===== config.mk =====
export PLATFORM = sky130hd
export DESIGN_NAME = serial_frame_sink
export DESIGN_NICKNAME = d
export VERILOG_FILES = /design/src/rtl/serial_frame_sink.sv
export SDC_FILE = /design/constraint.sdc
export NUM_CORES = 1
export LEC_CHECK = 0
export ABC_AREA = 1
export CAP_MARGIN = 20
export CORE_ASPECT_RATIO = 1.5
export CORE_MARGIN = 5
export CORE_UTILIZATION = 30
export CTS_CLUSTER_SIZE = 20
export DETAILED_ROUTE_END_ITERATION = 7
export HOLD_SLACK_MARGIN = 0.12
export SLEW_MARGIN = 10
export SYNTH_ARGS = -nofsm -noshare
export SYNTH_HDL_FRONTEND = slang
export SYNTH_SLANG_ARGS = --single-unit

===== constraint.sdc =====
create_clock -name clk -period 2.2 [get_ports clk]
set_input_delay 0.22 -clock clk [delete_from_list [all_inputs] [get_ports clk]]
set_output_delay 0.22 -clock clk [all_outputs]
set_load 0.1 [all_outputs]

===== src/rtl/serial_frame_sink.sv =====
// rtl/serial_frame_sink.sv - sen/sd frame deserializer writing each frame bit-by-bit into RB2
// Define S2_VERIFY_EN to add a read-back verify pass after every frame write.
module serial_frame_sink #(
  parameter int FA_W   = 3,
  parameter int DATA_W = 18,
  parameter int MEM_AW = 8
) (
  input  logic              clk,
  input  logic              rst,
  input  logic              sen,
  input  logic              sd,
  output logic              RB2_RW,
  output logic [MEM_AW-1:0] RB2_A,
  output logic              RB2_D,
  input  logic              RB2_Q,
  output logic              done,
  output logic              err
);
  localparam int FRAME_W = FA_W + DATA_W;
  localparam int CNT_W   = $clog2(FRAME_W + 2);
  localparam int K_W     = $clog2(DATA_W + 1);
  localparam int NFA     = 1 << FA_W;
  localparam logic [CNT_W-1:0] CNT_FRAME = CNT_W'(FRAME_W);
  localparam logic [CNT_W-1:0] CNT_SAT   = CNT_W'(FRAME_W + 1);
  localparam logic [K_W-1:0]   K_LAST    = K_W'(DATA_W);

  typedef enum logic {RX_IDLE, RX_SHIFT} rx_state_t;
  typedef enum logic [1:0] {W_IDLE, W_WRITE, W_VERIFY} w_state_t;

  rx_state_t          rx_state;
  w_state_t           w_state;
  logic [FRAME_W-1:0] shifter;
  logic [CNT_W-1:0]   cnt;
  logic [FA_W-1:0]    w_fa;
  logic [DATA_W-1:0]  w_sh;
  logic [MEM_AW-1:0]  w_addr;
  logic [K_W-1:0]     w_k;
  logic [NFA-1:0]     mask;
`ifdef S2_VERIFY_EN
  logic [DATA_W-1:0]  w_data;
  logic [MEM_AW-1:0]  w_base;
`else
  logic               unused_q;
  assign unused_q = RB2_Q;
`endif

  logic              frame_end;
  logic              commit;
  logic [FA_W-1:0]   rx_fa;
  logic [MEM_AW-1:0] rx_base;
  logic [NFA-1:0]    mask_next;

  always_comb begin
    frame_end = (rx_state == RX_SHIFT) && sen;
    commit    = frame_end && (cnt == CNT_FRAME);
    rx_fa     = shifter[FRAME_W-1 -: FA_W];
    // fa*DATA_W as a shift-add over the address bits
    rx_base   = '0;
    for (int i = 0; i < FA_W; i++)
      if (rx_fa[i]) rx_base = rx_base + MEM_AW'(DATA_W << i);
    mask_next = mask | (NFA'(1) << w_fa);
  end

  always_ff @(posedge clk) begin
    if (!rst) begin
      rx_state <= RX_IDLE;
      w_state  <= W_IDLE;
      shifter  <= '0;
      cnt      <= '0;
      w_fa     <= '0;
      w_sh     <= '0;
      w_addr   <= '0;
      w_k      <= '0;
      mask     <= '0;
`ifdef S2_VERIFY_EN
      w_data   <= '0;
      w_base   <= '0;
`endif
      RB2_RW   <= 1'b1;
      RB2_A    <= '0;
      RB2_D    <= 1'b0;
      done     <= 1'b0;
      err      <= 1'b0;
    end else begin
      case (rx_state)
        RX_IDLE:
          if (!sen) begin
            shifter  <= {shifter[FRAME_W-2:0], sd};
            cnt      <= CNT_W'(1);
            rx_state <= RX_SHIFT;
          end
        RX_SHIFT:
          if (!sen) begin
            shifter <= {shifter[FRAME_W-2:0], sd};
            if (cnt != CNT_SAT) cnt <= cnt + 1'b1;
          end else begin
            rx_state <= RX_IDLE;
          end
        default: rx_state <= RX_IDLE;
      endcase

      // short/long frame, or a good frame arriving while the writer is busy
      if (frame_end && (cnt != CNT_FRAME)) err <= 1'b1;
      if (commit && (w_state != W_IDLE))   err <= 1'b1;

      case (w_state)
        W_IDLE:
          if (commit) begin
            w_state <= W_WRITE;
            w_fa    <= rx_fa;
            w_sh    <= shifter[DATA_W-1:0];
            w_addr  <= rx_base;
            w_k     <= '0;
`ifdef S2_VERIFY_EN
            w_data  <= shifter[DATA_W-1:0];
            w_base  <= rx_base;
`endif
          end
        W_WRITE:
          if (w_k != K_LAST) begin
            RB2_RW <= 1'b0;
            RB2_A  <= w_addr;
            RB2_D  <= w_sh[DATA_W-1];
            w_sh   <= w_sh << 1;
            w_addr <= w_addr + 1'b1;
            w_k    <= w_k + 1'b1;
          end else begin
            RB2_RW <= 1'b1;
`ifdef S2_VERIFY_EN
            w_state <= W_VERIFY;
            RB2_A   <= w_base;
            w_addr  <= w_base + 1'b1;
            w_sh    <= w_data;
            w_k     <= K_W'(1);
`else
            w_state <= W_IDLE;
            mask    <= mask_next;
            done    <= done | (&mask_next);
`endif
          end
`ifdef S2_VERIFY_EN
        W_VERIFY: begin
          // RB2_Q reflects the address presented during the previous cycle
          if (RB2_Q != w_sh[DATA_W-1]) err <= 1'b1;
          w_sh <= w_sh << 1;
          if (w_k != K_LAST) begin
            RB2_A  <= w_addr;
            w_addr <= w_addr + 1'b1;
            w_k    <= w_k + 1'b1;
          end else begin
            w_state <= W_IDLE;
            mask    <= mask_next;
            done    <= done | (&mask_next);
          end
        end
`endif
        default: w_state <= W_IDLE;
      endcase
    end
  end
endmodule


==> results by stage, run 1 <==
GRT:
- The first global-routing pass estimated between 10 and 15 mm of wire.
- The number of antenna violations at the first check in global routing is 0.
- In the global route stage, overall resource usage came out at 0.109.
- The via count of the first global-routing pass is approximately 2600.
- For this run, global-route usage on met3 was measured as 0.0162.
- For this run, global-route usage on met2 was measured as 0.181.
- In the global route stage, met1 resource usage came out at 0.121.
- Entering global routing, the biggest net connects 44 pins.
- The aggregate global routing overflow is 0.
- The layer flagged by global routing as most heavily used is met2.

Timing:
- For the pin with the worst max-slew slack, the measured transition is around 0.47 ns.
- Setup violations remaining at the end of the flow were counted as 0.
- Across the routed clock network, the largest skew measured is around 0.006 ns.
- Headroom to the max-slew limit came out at 0.686.
- Summed over all failing endpoints, the final setup total negative slack is 0 ns.
- Setup repair after global routing left no endpoint under its margin.
- The worst path needs 1.80 ns of the cycle, external delays included.
- The worst setup margin is roughly 0.4 ns.
- The count of pins over their slew limit is 0.
- The worst hold slack across all endpoints is around 0.34 ns.
- The number of hold-slack violations in the final timing report is 0.
- The portion of the clock cycle consumed by the worst path in the final layout is 0.820.
- The highest clock rate is 554 MHz.

Worst setup path:
- The cell repeated most along the worst path is sky130_fd_sc_hd__nand2_4.
- Data arrives at the worst endpoint at about 2.0 ns.
- The largest individual stage delay along the critical path comes from the cell sky130_fd_sc_hd__dfxtp_1.
- The critical path goes through ha_1 > nand3_2 > nor2_4 > nand2_4 > nand2_4 > inv_2 > nor2_1 > a21oi_1.
- STA classifies the critical path startpoint as a flip-flop.
- The required time of the worst setup path is approximately 2.4 ns.
- The worst stage delay on the critical path is ~0.40 ns.
- The critical path is of the reg -> reg type.
- The maximum fanout encountered on the critical timing path is 30.
- The kind of end point of the critical path is a flip-flop.
- The kind of cell with the highest combined delay along the critical path is simple AND/OR/NAND/NOR gates.
- The total buffers and inverters traversed by the critical path is 1.

Cells and area:
- The layout filler cell count is approximately 1200.
- In the layout the commonest cells are 91 x sky130_fd_sc_hd__nor2_1, 82 x sky130_fd_sc_hd__dfxtp_1, 63 x sky130_fd_sc_hd__o21ai_0.
- The number of antenna diodes is 0.
- The proportion of layout cells with a drive suffix above 1 is 0.0954.
- The core occupancy in the finished layout is 0.358.
- The layout-stage area growth over the synthesis result is 17.5%.
- The number of nets at the end of the flow is roughly 470.
- The most frequent standard cell in the layout excluding fill and tap cells is sky130_fd_sc_hd__nor2_1.

Synth:
- For this run, the register share of the synthesized area comes to 0.487.
- Summed over all instances, the cell type with the most area after synthesis is sky130_fd_sc_hd__dfxtp_1.
- The number of flops mapped to enable cells by yosys is 0.
- After synthesis, the cell types taking the most area are sky130_fd_sc_hd__dfxtp_1 49%, sky130_fd_sc_hd__nor2_1 10%, sky130_fd_sc_hd__o21ai_0 9.4%.
- The share of async-settable or async-resettable flops after synthesis is 0.
- In the synthesized netlist the dominant register cell turns out to be sky130_fd_sc_hd__dfxtp_1.
- The proportion of netlist area held by the largest area contributor is 0.487.
- A synthesized cell averages 7.56 um2.
- The number of distinct library cells after synthesis is 31.
- The area of the mapped netlist is around 3400 um2.
- Synthesis handed over a netlist of 446 instances.
- Synthesis inferred between 80 and 90 register bits.
- The number of nets in the synthesized netlist is 457.
- The Yosys warning count is 0.

Routing:
- The pre-antenna-repair detailed-routing pass consisted of 4 iterations.
- The routed wire length is about 6.7 mm.
- After the first detailed-routing iteration, the DRC count stood at 107.
- The total via count after detailed routing is roughly 2800.
- The average routed wire per standard cell is 11.0 um.
- The detailed-route DRC error count is 0.
- The final antenna-violating net count is 0.
- The detail-routed via count per cell is 4.63.

Job:
- The count of max-cap constraint violations is 0.

Placed design:
- The routability congestion estimate from global placement is 0.774.
- The worst setup slack after placement is slightly above 0.3 ns.
- The count of buffers from port buffering is 15.
- The placed wire-length estimate after detailed placement is between 4 and 5 mm.

Clocking:
- The clock sink count is slightly above 80.
- Post-CTS repair changed the size of 0 cells.
- The number of clock buffers added by TritonCTS is 9.
- The H-tree generated during clock tree synthesis spans 3 levels.
- The cell sitting at the root of the clock tree is a sky130_fd_sc_hd__clkbuf_16.
- The number of buffers between clock root and the deepest sink is 2.
- The insertion delay to the later sink of the worst-skew pair is between 0.3 and 0.4 ns.
- The CTS tree is done.
- The number of buffers inserted for hold repair after clock tree synthesis is 0.
- The number of setup buffers added after CTS is 0.
- The clock transition time at the flip-flop clock pins of the worst setup and hold paths is ~0.06 ns.

Power and ir drop:
- The power density over the cells is roughly 860 nW/um2.
- The share of total power dissipated in combinational logic is 0.034.
- Of the total power, the share spent switching nets is 0.199.
- Of the total power, the clock network draws 0.515.
- Across the VDD grid, the largest voltage drop is 0.445 mV.
- The net switching power of the design is just under 0.0007 W.
- For this design the static power due to leakage is between 1.5 and 2 nW.
- The internal portion of the total power is around 0.0027 W.
- The portion of total power attributed to sequential cells is 0.451.
- The final total power is ~0.0034 W.

Min path:
- The class of the most critical hold timing path is in -> reg.

Floorplanning:
- The die area is 13500 um2.
- From bottom edge to top edge, the die measures about 140 um.
- 17 I/O pins were placed.
- For this configuration, the core starts out at a cell density of 0.305.
- In this run the core area contains 47 standard-cell rows.
- The floorplan step defined a core boundary enclosing about 11000 um2.
- In this run the horizontal extent of the chip is 96.5 um.

Status:
- The run finished with clean final reports.
routing by layer:
metal	up-vias	share of wire
li1	1483	-
met1	1252	0.44
met2	57	0.47
met3	21	0.036
met4	0	0.046
met5	-	0
synthesized netlist by cell type (5+ instances only):
library cell	count
sky130_fd_sc_hd__nor3_1	5
sky130_fd_sc_hd__o22ai_1	12
sky130_fd_sc_hd__buf_2	6
sky130_fd_sc_hd__ha_1	6
sky130_fd_sc_hd__nand2_1	56
sky130_fd_sc_hd__o21ai_0	63
sky130_fd_sc_hd__clkbuf_1	10
sky130_fd_sc_hd__inv_1	36
sky130_fd_sc_hd__a21oi_1	39
sky130_fd_sc_hd__nor2_1	91
sky130_fd_sc_hd__nand3_1	13
sky130_fd_sc_hd__dfxtp_1	82
layout make-up:
class	instances	area, um2	area share
Inverter	39	146	0.0370
Sequential cell	82	1640	0.415
Timing Repair Buffer	20	165	0.0417
Clock buffer	12	256	0.0648
Clock inverter	4	97.6	0.0246
Multi-Input combinational cell	304	1470	0.371
Tap cell	147	184	0.0464
state kept, by name, indices dropped and copies added, names as in the netlist:
register and count:
RB2_A 8, RB2_D 1, RB2_RW 1, cnt 5, done 1, err 1, mask 8, rx_state 1
shifter 21, w_addr 8, w_fa 3, w_k 5, w_sh 18, w_state 1
power groups by stage:
stage	registers, W	logic [W]	clock network (W)
2_1_floorplan	0.00157	0.0000799	0
4_1_cts	0.00153	0.000119	0.00180
3_5_place_dp	0.00157	0.000118	0
6_report	0.00153	0.000116	0.00175
3_3_place_gp	0.00157	0.000117	0
5_1_grt	0.00154	0.000135	0.00185
worst min-delay path: stages:
cell	delay (ns)
sky130_fd_sc_hd__buf_2	0.25
sky130_fd_sc_hd__nand2_1	0.12
sky130_fd_sc_hd__a21oi_1	0.03
per-stage QoR:
step	std cells	instance area, um2
floorplan	446	3370
global placement	592	3610
detailed placement	592	3610
CTS	608	3960
global route	608	3960
finish	608	3960
path summary, 6_finish.rpt:
check | from | end | slack (ns) | cells after the start
worst max-delay path | cnt[0]$_SDFFE_PN0P_ | w_addr[2]$_SDFFE_PN0P_ | 0.40 | 8
worst min-delay path | rst | w_k[0]$_SDFFE_PN0P_ | 0.34 | 3
worst max register to register | cnt[0]$_SDFFE_PN0P_ | w_addr[2]$_SDFFE_PN0P_ | 0.40 | 8
worst min register to register | done$_SDFFE_PN0P_ | done$_SDFFE_PN0P_ | 0.45 | 2
cells by family (layout without fill, tap and decap cells):
kind of cell             after synthesis  after routing  share of synthesized area
adder cells (fa/ha/maj)                6              6                     0.0223
XOR/XNOR                               3              3                    0.00780
AO/OA/AOI/OAI                        120            120                      0.190
AND/OR/NAND/NOR                      174            174                      0.213
buffers and inverters                 60             75                     0.0772
flip-flops                            82             82                      0.487
multiplexers                           1              1                    0.00297
(Power assumes the default switching activity.)
==> run 2: changes to the inputs <==
- clock period: 2.2 -> 1.5 ns (I/O delays scaled with it)
==> results by stage, run 2 (synthesized netlist as in run 1, its figures left out) <==
Cells and area:
- The layout filler cell count is roughly 1200.
- After the last flow step, the layout net total stands at slightly below 500.
- In the layout the commonest cells are 89 x sky130_fd_sc_hd__nor2_1, 79 x sky130_fd_sc_hd__dfxtp_1, 56 x sky130_fd_sc_hd__nand2_1.
- The flip-flop count of the largest register, all copies and words added is 21.
- Leaving out fill and tap cells, the most frequent cell in the layout is sky130_fd_sc_hd__nor2_1.
- In the final layout, the registers with the most flip-flops are shifter (21), w_sh (18).
- The number of antenna diodes is 0.
- The register area is 1650 um2.
- The area growth from synthesis to layout is 27.2%.
- The combined area of the multi-input logic cells is between 1500 and 2000 um2.
- In the final layout, the share of cells above drive strength 1 is 0.157.
- The register bank with the most flops is shifter.

Timing:
- The worst path in the final design needs a cycle of between 1 and 1.5 ns, including I/O delays and setup.
- The number of hold-slack violations in the final timing report was 0.
- The count of pins over their slew limit is 0.
- Setup violations remaining at the end of the flow were counted as 0.
- Between clock sinks in the finished design, the worst skew comes to between 0.004 and 0.005 ns.
- For the final routed database, the setup TNS stands at 0 ns.
- For the pin with the worst max-slew slack, the measured transition is 0.453 ns.
- The worst setup margin is about 0.027 ns.
- The portion of the clock cycle consumed by the worst path in the final layout is 0.982.
- Based on the critical path, the design can be clocked at up to about 680 MHz.
- Setup repair after global routing could not meet its margin everywhere.
- The worst max-slew margin expressed relative to the limit is 0.698.

Routing:
- Summing over every cut layer, the via total after detailed routing is 2924.
- The average routed wire per standard cell is 11.3 um.
- For this run, design rule violations remaining after detail routing come to 0.
- The count of nets left with antenna violations once routing finished came out at 0.
- After detailed routing, the number of vias per cell comes to between 4 and 5.
- For this block, the initial DRC count from the detailed router was ~130.
- The pre-antenna-repair detailed-routing pass consisted of 4 iterations.
- The routed wire length is 7.07 mm.

GRT:
- For this run the aggregate overflow at the end of global routing stands at 0.
- The via count of the first global-routing pass came to 2866.
- Entering global routing, the biggest net connects 58 pins.
- The first global-routing pass estimated between 10 and 15 mm of wire.
- Across every metal layer, demand over resource in global routing totals 0.114.
- The number of antenna violations at the first check in global routing was 0.

Power and ir drop:
- The completed layout was analyzed and its total power is 0.00456 W.
- The power density over the cells is roughly 1100 nW/um2.
- The largest vdd supply drop is roughly 0.6 mV.
- The analysis attributes to cell leakage a power of 1.70 nW.

Clocking:
- The CTS buffer count is 9.
- For the worst-skew pair, the clock arrives at the later sink with an insertion delay of 0.33 ns.
- The CTS tree is done.
- The tree is rooted in a sky130_fd_sc_hd__clkbuf_16.
- The number of buffers inserted for hold repair after clock tree synthesis is 0.
- The number of buffers between clock root and the deepest sink is 2.
- The clock sink count is 82.
- The number of levels in the clock H-tree is 3.
- The clock transition time at the flip-flop clock pins of the worst setup and hold paths is 0.06 ns.

Worst setup path:
- STA classifies the critical path endpoint as a flip-flop.
- The type of origin of the critical path is a flip-flop.
- The worst stage delay on the critical path is ~0.32 ns.
- Traced cell by cell, the critical path runs through inv_2 > ha_4 > nand2_4 > o21ai_4 > clkinvlp_4 > buf_6 > o21ai_0 > a21oi_1.
- The slowest stage cell on the critical path is sky130_fd_sc_hd__dfxtp_2.
- The required time of the worst setup path is about 1.7 ns.
- The arrival time of the worst setup path is ~1.7 ns.
- Along the worst path, the maximum fanout reaches 16.
- The path type of the worst setup path is reg -> reg.

Floorplanning:
- Pin placement for this block handled 17 I/O pins.
- The starting density of the core is 0.305.
- The die area is about 13000 um2.
- The vertical die dimension is 140 um.
- The die extent in x is ~97 um.
- The placeable core region is about 11000 um2.
- The initialized floorplan defines 47 standard-cell rows.

Job:
- Max-cap violations in this run came to 0.

Status:
- The run finished with clean final reports.

Placed design:
- The placed wire-length estimate after detailed placement is 4.73 mm.
- The count of buffers added on input and output ports is 15.
- The worst setup slack after placement is -0.0680 ns.
- The routability congestion estimate from global placement is 0.762.

Min path:
- The class of the most critical hold timing path is in -> reg.
[run 2: cell types whose count changed in the layout (fill, tap and decap cells not counted), sizes merged]
cell    previous run  this run
buf               18        37
bufinv             3         1
clkinv             0         2
inv               39        38
[run 2: critical path: cells and delay by family, from the launching register on]
| kind | cells | cell delay [ns] |
|---|---|---|
| AO/OA/AOI/OAI | 3 | 0.47 |
| adder cells (fa/ha/maj) | 1 | 0.14 |
| buffers and inverters | 3 | 0.37 |
| flip-flops | 1 | 0.32 |
| AND/OR/NAND/NOR | 1 | 0.05 |
[run 2: timing repair]
item	CTS	global route
setup endpoints to repair	13	48
pin swaps	3	3
buffers inserted	3	2
gates resized for setup	15	18
[run 2: final cells by class]
| cell class | count | share of cell area |
|---|---|---|
| sequential | 82 | 0.384 |
| multi-input combinational | 304 | 0.353 |
| timing repair buffer | 39 | 0.118 |
| clock buffer | 12 | 0.0575 |
| tap | 147 | 0.0429 |
| inverter | 39 | 0.0356 |
| clock inverter | 3 | 0.00933 |
[run 2: metal layers]
| layer | global-route usage | vias up | wire length, um |
|---|---|---|---|
| li1 | - | 1514 | - |
| met1 | 0.130 | 1347 | 2980 |
| met2 | 0.193 | 47 | 3600 |
| met3 | 0.0184 | 16 | 255 |
| met4 | 0.0710 | 0 | 228 |
| met5 | 0 | - | 0 |
[run 2: final timing paths]
path	end	startpoint	slack, ns	cells past startpoint
worst max-delay path	RB2_A[2]$_SDFFE_PN0P_	w_k[0]$_SDFFE_PN0P_	0.03	8
worst min-delay path	w_addr[3]$_SDFFE_PN0P_	rst	0.21	3
worst max register to register	RB2_A[2]$_SDFFE_PN0P_	w_k[0]$_SDFFE_PN0P_	0.03	8
worst min register to register	mask[5]$_SDFFE_PN0P_	mask[5]$_SDFFE_PN0P_	0.45	2
[run 2: power breakdown]
part	internal (W)	leakage [nW]	total (W)	switching (W)
clock network	0.00132	0.142	0.00211	0.000795
registers	0.00222	0.667	0.00225	0.0000301
logic	0.0000747	0.891	0.000196	0.000121
total	0.00362	1.70	0.00456	0.000946
[run 2: through the flow]
stage               instances  cell area (um2)  hold WS [ns]  utilization
finish                    626             4290         0.207        0.388
global route              626             4290         0.222        0.388
global placement          606             3900         0.438        0.353
detailed placement        606             3900         0.442        0.353
floorplan                 446             3370         0.302            -
CTS                       624             4230         0.183        0.383
==> run 3: changes to the inputs <==
- CTS_BUF_LIST: unset -> sky130_fd_sc_hd__clkbuf_4
==> results by stage, run 3 (synthesized netlist as in run 1, its figures left out) <==
Cells and area:
- Counting flops per register, the top entry is shifter.
- The largest registers in the layout are shifter (21), w_sh (18).
- The flip-flop count of the largest register, all copies and words added is 21.
- The layout-stage area growth over the synthesis result is 33.0%.
- The non-filler instance count after layout is ~640.
- The most frequent standard cell in the layout excluding fill and tap cells is sky130_fd_sc_hd__nor2_1.
- The number of nets at the end of the flow is roughly 500.
- In the layout the commonest cells are 82 x sky130_fd_sc_hd__nor2_1, 78 x sky130_fd_sc_hd__dfxtp_1, 53 x sky130_fd_sc_hd__nand2_1.
- Of the cells placed in the final design, the portion with a size suffix greater than 1 is 0.228.

Status:
- The run finished, with violations left.
- The checks that failed: setup timing.

Floorplanning:
- The floorplan has 47 rows.
- The die extent in x is around 97 um.
- The I/O pin count is 17.
- The placeable core region is about 11000 um2.
- The floorplan step defined a die boundary enclosing between 10000 and 15000 um2.
- The starting density of the core is 0.305.
- The floorplan step set the die height to around 140 um.

Timing:
- The post-route minimum period is about 1.5 ns.
- Derived from the worst setup path, the maximum achievable clock frequency is approximately 660 MHz.
- The final setup violation count is 1.
- The worst setup margin is -0.00796 ns.
- Setup repair after global routing could not meet its margin everywhere.
- The count of pins over their slew limit is 0.
- The worst max-slew margin expressed relative to the limit is 0.722.
- Between clock sinks in the finished design, the worst skew comes to 0.00783 ns.
- The portion of the clock cycle consumed by the worst path in the final layout is 1.01.
- The number of hold-slack violations in the final timing report was 0.
- The slew at the pin closest to its max-slew limit is between 0.4 and 0.5 ns.

Routing:
- The total iterations of the first detailed-routing run is 4.
- The final antenna-violating net count is 0.
- For this block, the initial DRC count from the detailed router was ~110.
- The total via count after detailed routing is 2932.
- The detail-routed via count per cell is between 4 and 5.
- The detailed-route DRC error count is 0.
- The routed design has around 7.4 mm of wire.
- Dividing the detail-routed wire length by the instance count gives roughly 12 um.

Clocking:
- The number of clock buffers added by TritonCTS is 9.
- The clock sink count is 82.
- The CTS tree is done.
- The insertion delay to the later sink of the worst-skew pair is between 0.4 and 0.5 ns.
- The clock transition time at the flip-flop clock pins of the worst setup and hold paths is between 0.1 and 0.15 ns.
- The library cell used as clock root buffer is sky130_fd_sc_hd__clkbuf_4.
- The number of levels in the clock H-tree is 3.
- The number of buffers between clock root and the deepest sink is 2.

Placed design:
- The worst setup slack after placement is -0.0680 ns.
- The placed wire-length estimate after detailed placement is around 4.7 mm.
- The number of instances in the placed design is 606.
- The count of buffers added on input and output ports is 15.
- The routability congestion estimate from global placement is ~0.76.

GRT:
- Entering global routing, the biggest net connects 58 pins.
- The via count of the first global-routing pass is between 2000 and 3000.
- The aggregate global routing overflow is 0.
- The wire length of the first global-routing pass is roughly 13 mm.
- The total track usage is 0.115.
- The number of antenna violations at the first check in global routing is 1.

Power and ir drop:
- Of the total power, registers draw 0.608.
- The power density over the cells is around 830 nW/um2.
- The static power due to leakage is 1.76 nW.
- Of the total power, the clock network draws 0.337.
- The combinational share of power is 0.055.
- The internal power of the cells is between 0.002 and 0.003 W.
- The switching portion of total power is 0.236.
- The largest vdd supply drop is 0.383 mV.
- The net switching power of the design is 0.000875 W.

Worst setup path:
- The maximum fanout encountered on the critical timing path is 8.
- For the worst setup path, the data arrival time is ~1.8 ns.
- At the worst endpoint, the required time is between 1.5 and 2 ns.
- In this run the critical register-to-register path is captured at w_addr[0]$_SDFFE_PN0P_.
- The number of cells on the worst reg-to-reg path is 8.
- The startpoint identified for the worst register-to-register timing path is w_k[0]$_SDFFE_PN0P_.
- The setup slack of the worst register-to-register path is -0.008 ns.
- The kind of end point of the critical path is a flip-flop.
- By startpoint and endpoint, the worst setup path is classified as reg -> reg.
- STA classifies the critical path startpoint as a flip-flop.

Job:
- The tool flagged a number of max-cap violations equal to 0.

Min path:
- The worst hold path startpoint is sd.
- The tightest min-delay check is of the in -> reg type.
- Along the worst hold path, the cell count comes to 3.
- The worst hold path terminates at shifter[0]$_SDFFE_PN0N_.
run 3: cell count changes in the layout (fill, tap and decap cells not counted), sizes merged:
cell         before  now
buf              37   43
diode             0    1
dlygate4sd3       0    1
clkinv            2    3
run 3: layout make-up:
type / instances / area, um2
Fill cell: 1163 / 6570
Multi-Input combinational cell: 304 / 1710
Sequential cell: 82 / 1650
Timing Repair Buffer: 47 / 659
Tap cell: 147 / 184
Inverter: 39 / 153
Clock buffer: 11 / 82.6
Clock inverter: 4 / 43.8
Antenna cell: 1 / 2.50
run 3: how the worst max path moves through the flow:
| stage | start | end |
|---|---|---|
| detailed placement | sen | w_addr[5]$_SDFFE_PN0P_ |
| global placement | sen | w_addr[2]$_SDFFE_PN0P_ |
| CTS | w_k[0]$_SDFFE_PN0P_ | w_addr[0]$_SDFFE_PN0P_ |
| finish | w_k[0]$_SDFFE_PN0P_ | w_addr[0]$_SDFFE_PN0P_ |
| global route | w_k[0]$_SDFFE_PN0P_ | done$_SDFFE_PN0P_ |
| floorplan | w_k[0]$_SDFFE_PN0P_ | w_addr[0]$_SDFFE_PN0P_ |
run 3: what timing repair did:
item	CTS	global route
setup buffers	7	4
gates resized for setup	18	67
hold buffers	1	0
setup endpoints to repair	19	55
pin swaps	4	8
gates cloned	2	0
hold endpoints to repair	10	0
run 3: routing by layer:
layer	global-route usage	vias up	share of wire	routed length, um
li1	-	1534	-	-
met1	0.129	1341	0.42	3130
met2	0.199	41	0.51	3810
met3	0.0227	16	0.032	234
met4	0.0621	0	0.032	236
met5	0	-	0	0
run 3: critical path, stage by stage (launching register included):
cell,delay (ns)
sky130_fd_sc_hd__dfxtp_2,0.34
sky130_fd_sc_hd__inv_2,0.07
sky130_fd_sc_hd__ha_4,0.14
sky130_fd_sc_hd__nand2_4,0.05
sky130_fd_sc_hd__o21ai_4,0.20
sky130_fd_sc_hd__buf_12,0.13
sky130_fd_sc_hd__clkinvlp_4,0.11
sky130_fd_sc_hd__buf_8,0.17
sky130_fd_sc_hd__o211a_1,0.20
run 3: power by group through the flow:
stage               sequential [W]  clock (W)  combinational (W)
detailed placement         0.00230          0           0.000191
finish                     0.00225    0.00125           0.000204
CTS                        0.00225    0.00129           0.000193
global route               0.00226    0.00137           0.000233
global placement           0.00230          0           0.000188
floorplan                  0.00230          0           0.000117
run 3: stage by stage:
step           area, um2  total power (W)  TNS [ns]   util  hold slack (ns)
4_1_cts             4220          0.00373    -0.139  0.382            0.308
2_1_floorplan       3370          0.00242         0      -            0.302
3_5_place_dp        3900          0.00249    -0.763  0.353            0.442
6_report            4480          0.00370  -0.00796  0.406            0.334
5_1_grt             4480          0.00386     -1.71  0.406            0.377
3_3_place_gp        3900          0.00248    -0.293  0.353            0.438
